==> src/rtl/contador_pontos_param_if.sv <==
// Control/status bundle between the round-judging FSM and the score counter.
// The master drives the score strobes; the slave (the counter) drives score and line status.
interface contador_pontos_param_if #(
  parameter int LARGURA  = 6,
  parameter int N_LINHAS = 7
);
  localparam int LW = $clog2(N_LINHAS + 1);

  logic               zera;
  logic               enable;
  logic               acertou;
  logic               errou;
  logic [LARGURA-1:0] pontos;
  logic [LW-1:0]      linhas_bloq;
  logic               sobe_linha;
  logic               desce_linha;
  logic               pontuacao_maxima;
  logic               em_sequencia;

  modport master (
    output zera, enable, acertou, errou,
    input  pontos, linhas_bloq, sobe_linha, desce_linha, pontuacao_maxima, em_sequencia
  );

  modport slave (
    input  zera, enable, acertou, errou,
    output pontos, linhas_bloq, sobe_linha, desce_linha, pontuacao_maxima, em_sequencia
  );
endinterface

==> src/rtl/contador_pontos_param.sv <==
// Saturating score counter with hit-streak bonus and hysteretic blocking-line count.
// Score follows input edges at the same clock edge; lines lag the score by one cycle.
module contador_pontos_param #(
  parameter int LARGURA    = 6,
  parameter int PONTOS_MAX = 32,
  parameter int PASSO      = 4,
  parameter int N_LINHAS   = 7,
  parameter int HISTERESE  = 1,
  parameter int SEQ_BONUS  = 3
) (
  input  logic                   clock,
  input  logic                   reset,
  contador_pontos_param_if.slave bus
);

  localparam int LW = $clog2(N_LINHAS + 1);
  localparam int SW = (SEQ_BONUS > 0) ? $clog2(SEQ_BONUS + 1) : 1;
  localparam int TW = 32;
  localparam bit BONUS_ON = (SEQ_BONUS != 0);
  localparam logic [SW-1:0]      SEQ_SAT = SW'(SEQ_BONUS);
  localparam logic [LARGURA-1:0] PMAX    = LARGURA'(PONTOS_MAX);
  localparam logic [LW-1:0]      LMAX    = LW'(N_LINHAS);

  function automatic logic [LARGURA-1:0] sat_add(input logic [LARGURA-1:0] p,
                                                 input logic [1:0]         inc);
    logic [LARGURA:0] s;
    s = {1'b0, p} + (LARGURA+1)'(inc);
    sat_add = (s > {1'b0, PMAX}) ? PMAX : s[LARGURA-1:0];
  endfunction

  function automatic logic [LARGURA-1:0] sat_dec(input logic [LARGURA-1:0] p);
    sat_dec = (p == '0) ? '0 : p - 1'b1;
  endfunction

  logic               acertou_d, errou_d;
  logic [LARGURA-1:0] pontos_q, pontos_n;
  logic [SW-1:0]      seq_q, seq_n;
  logic [LW-1:0]      linhas_q, linhas_n;
  logic               sobe_q, sobe_n, desce_q, desce_n;
  logic               ev_a, ev_e, bonus;
  logic [1:0]         inc;
  logic [TW-1:0]      pontos_ext, lim_sobe, lim_desce;

  assign ev_a       = bus.acertou & ~acertou_d;
  assign ev_e       = bus.errou & ~errou_d;
  assign bonus      = BONUS_ON && (seq_q >= SEQ_SAT);
  assign inc        = bonus ? 2'd2 : 2'd1;
  // Thresholds are evaluated in a wide domain so PASSO*N_LINHAS never wraps.
  assign pontos_ext = TW'(pontos_q);
  assign lim_sobe   = TW'(PASSO) * (TW'(linhas_q) + TW'(1));
  assign lim_desce  = TW'(PASSO) * TW'(linhas_q);

  always_comb begin
    pontos_n = pontos_q;
    seq_n    = seq_q;
    linhas_n = linhas_q;
    sobe_n   = 1'b0;
    desce_n  = 1'b0;
    if (bus.zera) begin
      pontos_n = '0;
      seq_n    = '0;
      linhas_n = '0;
    end else begin
      // Simultaneous hit and miss cancel out.
      if (bus.enable && ev_a && !ev_e) begin
        pontos_n = sat_add(pontos_q, inc);
        seq_n    = (seq_q >= SEQ_SAT) ? seq_q : seq_q + 1'b1;
      end else if (bus.enable && ev_e && !ev_a) begin
        pontos_n = sat_dec(pontos_q);
        seq_n    = '0;
      end

      if ((linhas_q < LMAX) && (pontos_ext >= lim_sobe)) begin
        linhas_n = linhas_q + 1'b1;
        sobe_n   = 1'b1;
      end else if ((linhas_q != '0) && (pontos_ext + TW'(HISTERESE) < lim_desce)) begin
        linhas_n = linhas_q - 1'b1;
        desce_n  = 1'b1;
      end
    end
  end

  always_ff @(posedge clock or posedge reset) begin
    if (reset) begin
      acertou_d <= 1'b0;
      errou_d   <= 1'b0;
      pontos_q  <= '0;
      seq_q     <= '0;
      linhas_q  <= '0;
      sobe_q    <= 1'b0;
      desce_q   <= 1'b0;
    end else begin
      acertou_d <= bus.acertou;
      errou_d   <= bus.errou;
      pontos_q  <= pontos_n;
      seq_q     <= seq_n;
      linhas_q  <= linhas_n;
      sobe_q    <= sobe_n;
      desce_q   <= desce_n;
    end
  end

  assign bus.pontos           = pontos_q;
  assign bus.linhas_bloq      = linhas_q;
  assign bus.sobe_linha       = sobe_q;
  assign bus.desce_linha      = desce_q;
  assign bus.pontuacao_maxima = (pontos_q == PMAX);
  assign bus.em_sequencia     = bonus;

endmodule

==> src/flat_wrapper.sv <==
// flat-port wrapper written by rule: the top's interface ports become plain ports
module contador_pontos_param_flat 
#(
  parameter int LARGURA    = 6,
  parameter int PONTOS_MAX = 32,
  parameter int PASSO      = 4,
  parameter int N_LINHAS   = 7,
  parameter int HISTERESE  = 1,
  parameter int SEQ_BONUS  = 3
)
  (clock, reset, bus_zera, bus_enable, bus_acertou, bus_errou, bus_pontos, bus_linhas_bloq, bus_sobe_linha, bus_desce_linha, bus_pontuacao_maxima, bus_em_sequencia);
  contador_pontos_param_if #(.LARGURA(LARGURA), .N_LINHAS(N_LINHAS)) bus_i ();
  input  logic clock;
  input  logic reset;
  input wire logic [$bits(bus_i.zera)-1:0] bus_zera;
  input wire logic [$bits(bus_i.enable)-1:0] bus_enable;
  input wire logic [$bits(bus_i.acertou)-1:0] bus_acertou;
  input wire logic [$bits(bus_i.errou)-1:0] bus_errou;
  output wire logic [$bits(bus_i.pontos)-1:0] bus_pontos;
  output wire logic [$bits(bus_i.linhas_bloq)-1:0] bus_linhas_bloq;
  output wire logic [$bits(bus_i.sobe_linha)-1:0] bus_sobe_linha;
  output wire logic [$bits(bus_i.desce_linha)-1:0] bus_desce_linha;
  output wire logic [$bits(bus_i.pontuacao_maxima)-1:0] bus_pontuacao_maxima;
  output wire logic [$bits(bus_i.em_sequencia)-1:0] bus_em_sequencia;
  assign bus_i.zera = bus_zera;
  assign bus_i.enable = bus_enable;
  assign bus_i.acertou = bus_acertou;
  assign bus_i.errou = bus_errou;
  assign bus_pontos = bus_i.pontos;
  assign bus_linhas_bloq = bus_i.linhas_bloq;
  assign bus_sobe_linha = bus_i.sobe_linha;
  assign bus_desce_linha = bus_i.desce_linha;
  assign bus_pontuacao_maxima = bus_i.pontuacao_maxima;
  assign bus_em_sequencia = bus_i.em_sequencia;
  contador_pontos_param #(.LARGURA(LARGURA), .PONTOS_MAX(PONTOS_MAX), .PASSO(PASSO), .N_LINHAS(N_LINHAS), .HISTERESE(HISTERESE), .SEQ_BONUS(SEQ_BONUS)) u_core (.clock(clock), .reset(reset), .bus(bus_i));
endmodule
==> config.mk <==
export PLATFORM = sky130hd
export DESIGN_NAME = contador_pontos_param_flat
export DESIGN_NICKNAME = d
export VERILOG_FILES = /design/src/rtl/contador_pontos_param_if.sv /design/src/rtl/contador_pontos_param.sv /design/src/flat_wrapper.sv
export SDC_FILE = /design/constraint.sdc
export NUM_CORES = 1
export LEC_CHECK = 0
export CAP_MARGIN = 25
export CORE_AREA = 3 3 53 55
export DETAILED_ROUTE_END_ITERATION = 7
export DIE_AREA = 0 0 56 58
export PLACE_DENSITY = 0.82
export SLEW_MARGIN = 20
export SYNTH_ARGS = -nofsm -noshare
export SYNTH_HDL_FRONTEND = slang
export SYNTH_SLANG_ARGS = --single-unit
==> constraint.sdc <==
create_clock -name clock -period 8.2 [get_ports clock]
set_input_delay 1.64 -clock clock [delete_from_list [all_inputs] [get_ports clock]]
set_output_delay 1.64 -clock clock [all_outputs]
set_load 0.01 [all_outputs]
# Yosys cells after proc, flatten, opt, wreduce, memory -nomap -nowiden
# Cells that the tools add are included.
[totals]
register_bits = 15
word_cells = 56
[classes]
n_addsub = 7
order_cmp = 5
n_eq_ne = 2
n_mux = 18
bitwise_logic = 4
n_reduce_logical = 13
[ops]
columns = ["cell", "count"]
rows = [
  ["6-bit by 32-bit >= comparator with 1-bit output", 1],
  ["32-bit by 5-bit < comparator with 1-bit output", 1],
  ["6-bit two-way mux", 5],
  ["2-bit two-way mux", 5],
  ["3-bit two-way mux", 3],
  ["3-bit nonzero test", 3],
  ["6-bit by 1-bit adder with 7-bit output, second input constant", 1],
  ["6-bit by 2-bit adder with 7-bit output", 1],
  ["7-bit by 6-bit greater-than comparator with 1-bit output, second input constant", 1],
  ["6-bit == test, second input constant", 1],
  ["1-bit logical AND", 6],
  ["6-bit logical NOT", 1],
  ["6-bit by 1-bit subtractor with 6-bit output, second input constant", 1],
  ["1-bit two-way mux", 5],
  ["3-bit by 1-bit adder with 4-bit output, second input constant", 1],
  ["3-bit by 1-bit adder with 3-bit output, second input constant", 1],
  ["3-bit < comparator, second input constant", 1],
  ["3-bit != test, second input constant", 1],
  ["3-bit by 1-bit subtractor with 3-bit output, second input constant", 1],
  ["2-bit by 1-bit adder with 2-bit output, second input constant", 1],
  ["1-bit bitwise AND", 2],
  ["2-bit >= comparator, second input constant", 1],
  ["1-bit logical NOT", 2],
  ["1-bit NOT", 2],
  ["2-bit AND reduction", 1],
]

# Logic depth before layout (Yosys ltp)
[logic_depth]
ltp_word = 7
depth_mapped = 12
depth_no_buf = 12

# Least setup slack after synthesis
# Ideal clock, no wire load.
[synth_timing]
path_type = "register to register"
startpoint = "reg u_core.linhas_q[0] (netlist: u_core.bus.linhas_bloq[0])"
endpoint = "reg u_core.linhas_q[2] (netlist: u_core.bus.linhas_bloq[2])"
arrival_ns = 2.747
required_time_ns = 8.118
slack_ns = 5.371
stages_incl_launch_ff = 12
n_path_buf = 0
path_cell_list = "dfrtp_1 > inv_1 > ha_1 > inv_1 > ha_1 > o21ai_0 > a31oi_1 > o31ai_1 > inv_1 > fa_1 > or3_1 > a31oi_1"
[synth_between]
elab_chain_cells = 5
[synth_lines]
columns = ["element", "line_no", "text"]
rows = [
  ["from (decl)", "contador_pontos_param.sv:38", "logic [LW-1:0] linhas_q, linhas_n;"],
  ["from (signal assigned)", "contador_pontos_param.sv:97", "linhas_q <= linhas_n;"],
  ["3-bit by 1-bit adder with 4-bit output", "contador_pontos_param.sv:50", "assign lim_sobe = TW'(PASSO) * (TW'(linhas_q) + TW'(1));"],
  ["6-bit by 32-bit >= comparator with 1-bit output", "contador_pontos_param.sv:73", "if ((linhas_q < LMAX) && (pontos_ext >= lim_sobe)) begin"],
  ["1-bit logical AND", "contador_pontos_param.sv:73", ""],
  ["3-bit two-way mux", "contador_pontos_param.sv:73", ""],
  ["3-bit two-way mux", "contador_pontos_param.sv:59", "if (bus.zera) begin"],
]
# Several ways; a longest one is shown, not always the timed one. The select of a mux whose other input is x is not followed.
# A chain may end at the register's enable or synchronous reset.

# Worst setup path after layout
[layout_timing]
startpoint = "reg u_core.pontos_q[2] (netlist: u_core.bus.pontos[2])"
endpoint = "out bus_pontuacao_maxima"
[layout_between]
elab_chain_cells = 1
[layout_lines]
columns = ["element", "line_no", "text"]
rows = [
  ["from (decl)", "contador_pontos_param.sv:36", "logic [LARGURA-1:0] pontos_q, pontos_n;"],
  ["from (signal assigned)", "contador_pontos_param.sv:95", "pontos_q <= pontos_n;"],
  ["6-bit == test", "contador_pontos_param.sv:107", "assign bus.pontuacao_maxima = (pontos_q == PMAX);"],
  ["to (decl)", "flat_wrapper.sv:23", "output wire logic [$bits(bus_i.pontuacao_maxima)-1:0] bus_pontuacao_maxima;"],
]
# Every way passes these cells.

==> summary.md <==
| Metric | Value |
|---|---|
| Max Cap Violations | 0 |
| Final setup skew | between 3 and 4 ps |
| Hpwl dp | approximately 2400 um |
| Non-Filler Instances | 203 |
| Storage element area | about 380 sq um |
| Share of cells above drive strength 1 | 8.67% |
| Relative slew slack | between 40 and 50% |
| Worst stage delay on the critical path | 570 ps |
| VDD IR max | between 200 and 250 uV |
| Final worst-path cycle share | 43.9% |
| Ys flop type | dfrtp_1 |
| Sequential share of the synthesized area | 27.0% |
| Yosys warns | 0 |
| Post-CTS setup buffer count | 0 |
| Worst path slowest cell | dfrtp_1 |
| Clock transition at the registers of the reported paths | 90 ps |
| Filler cell count | about 200 |
| Setup Slack @ Placement | 4860 ps |
| H-tree levels | 1 |
| Placed cells | a little under 200 |
| Total die area | 3250 sq um |
| Final nets | around 200 |
| Pwr Density | 196 nW/um^2 |
| Total GRT Usage | 21.2% |
| PortBufs | 18 |
| Die height | a little under 60 um |
| Number of remaining DRC errors | 0 |
| Min Tclk post-route | 3600 ps |
| Site row count | 18 |
| Synth Cell Area | 1390 sq um |
| Core area | 2430 sq um |
| DR vias | approximately 1200 |
| First-pass GRT wire length | between 5000 and 6000 um |
| Yosys reg bits | 15 |
| Initial antenna violation count | 0 |
| CTS max path bufs | 2 |
| ANT cells | 0 |
| Global placer's final weighted congestion | 0.937 |
| Top post-synthesis cells by area | dfrtp_1 (27%), ha_1 (13%), nand2_1 (4.6%), xnor2_1 (4.4%), inv_1 (3.2%) |
| Area leader, netlist | dfrtp_1 |
| Hold_buf cts | 0 |
| Starting Density | 57.1% |
| Vias in the first global route | 1253 |
| DRT iter0 DRCs | 36 |
| Synthesized instance count | 157 |
| Cells along the critical path | nor3_1, and3_1, clkdlybuf4s50_1 |
| Area Overhead vs Synth | 14.3% |
| Synth async-reset ratio | 100% |
| Total I/O pin count | 19 |
| Routed wire length per instance | 14.8 um |
| Status | finished, final reports clean |
| Syn Nets | 179 |
| Gr ovfl total | 0 |
| Tot Pwr | a little over 0.0003 W |
| Design area | about 1600 sq um |
| WP data arrival | 1960 ps |
| Vias/cell | 6.04 |
| DRT Wirelength | 3000 um |
| Setup WS post-layout | 4600 ps |
| Setup violators final | 0 |
| CP endpoint kind | output pin |
| Critical Path Fanout Max | 15 |
| Hold Crit Class | flip-flop to flip-flop |
| Worst-skew pair later-pin latency | about 290 ps |
| RSZ-0062 raised after global routing | false |
| Startpoint types | flip-flop |
| Slew @ Worst Pin | between 700 and 800 ps |
| Number of synthesized flops with an enable pin | 0 |
| Synth top area share | 27.0% |
| Fin Setup TNS | 0 ps |
| Clock root buffer | clkbuf_4 |
| Clock sinks | 15 |
| TritonCTS buffer count | 3 |
| Post-synth cell types | 45 |
| Final hold vios | 0 |
| Area occupied by multi-input gates | 922 sq um |
| Die Wd | 56 um |
| Required @ worst endpoint | 6560 ps |
| Setup CP Type | flip-flop to output pin |
| # resized after CTS | 0 |
| Final Max Tran Viols | 0 |
| DRT Pass-1 Iters | 4 |
| Area after DPL | 1560 sq um |
| Synth Area per Inst | 8.85 sq um |
| Final ANT Viol Nets | 0 |
| Largest net degree at the start of global routing | 16 |
| LEAKAGE | 0.693 nW |
| Fmax | 278 MHz |
| CTS tree | built |
[Yosys cell counts, types with 2 or more instances]
cell type	number
ha_1	14
nor2_1	11
o21ai_0	6
xnor2_1	7
buf_4	2
o221ai_1	2
dfrtp_1	15
buf_6	2
nor2b_1	4
nand4_1	3
xor2_1	2
a21o_1	3
nand2_1	17
a21oi_1	6
a21boi_0	2
a21o_2	2
nor3_1	3
nand3_1	7
a31oi_1	4
o211ai_1	2
fa_1	2
and3_1	2
o21a_1	6
inv_1	12
[layout by cell type (no fill, tap or decap), types with 2 or more instances in the layout]
master / count
nor3_1: 3
dfrtp_1: 15
fa_1: 2
a21o_1: 3
nand4_1: 3
clkdlybuf4s50_1: 18
a21boi_0: 2
clkbuf_4: 3
nor2b_1: 4
a21o_2: 2
nand2_1: 17
ha_1: 14
o211ai_1: 2
nor2_1: 11
o21ai_0: 6
nand3_1: 7
xor2_1: 2
inv_1: 12
and3_1: 2
a31oi_1: 4
o221ai_1: 2
o21a_1: 6
a21oi_1: 6
xnor2_1: 7
[power by group]
| part | internal [W] | switching, W |
|---|---|---|
| sequential | 0.0000851 | 0.0000141 |
| clock | 0.0000182 | 0.0000246 |
| combinational | 0.0000788 | 0.0000901 |
| total | 0.000182 | 0.000129 |
[cell families (layout without fill, tap and decap cells)]
logic type | Yosys count | in the layout | share of synthesized area [%]
XOR/XNOR | 9 | 9 | 5.68
adder cells (fa/ha/maj) | 16 | 16 | 15.5
AO/OA/AOI/OAI | 42 | 42 | 22.6
buffers and inverters | 18 | 34 | 6.58
multiplexers | 2 | 2 | 1.53
AND/OR/NAND/NOR | 55 | 55 | 21.1
flip-flops | 15 | 15 | 27.0
[per-stage QoR]
stage          util, %  hold WS, ps
6_report          65.3          501
5_1_grt           65.3          556
4_1_cts           65.3          505
3_5_place_dp      64.1          493
3_3_place_gp      64.1          478
2_1_floorplan        -          463
[per-layer routing]
metal	vias up	share of wire (%)	GRT usage (%)
li1	593	-	-
met3	5	5.3	2.00
met4	0	1.7	8.47
met2	47	48	35.4
met5	-	0	0
met1	582	45	28.6
[cell type report]
class                   count  area share (%)
repair buffers             18            11.3
clock inverters             1           0.315
multi-input cells         124            58.1
inverters                  12            2.84
flip-flops and latches     15            23.6
clock buffers               3            1.42
well taps                  30            2.36
[registers in the layout, summed over array words and instances (netlist names)]
name	cells
u_core.bus.sobe_linha	1
u_core.bus.linhas_bloq	3
u_core.bus.desce_linha	1
u_core.seq_q	2
u_core.acertou_d	1
u_core.errou_d	1
u_core.bus.pontos	6
[critical path: cells and delay by family, from the launching register on]
kind	cells	cell delay, ps
buffers and inverters	1	530
and+or+nand+nor	2	560
DFF	1	570
[path summary, 6_finish.rpt]
path                                           start                         to  slack [ps]  depth (start not counted)
max in group asynchronous                      reset       u_core.bus.pontos[0]        6150                          2
min in group asynchronous                      reset     u_core.bus.desce_linha        1690                          2
max reg2reg                u_core.bus.linhas_bloq[0]  u_core.bus.linhas_bloq[2]        4960                         11
min                                  u_core.seq_q[0]            u_core.seq_q[0]         500                          1
min reg2reg                          u_core.seq_q[0]            u_core.seq_q[0]         500                          1
max                             u_core.bus.pontos[2]       bus_pontuacao_maxima        4600                          3
(Power assumes the default switching activity.)
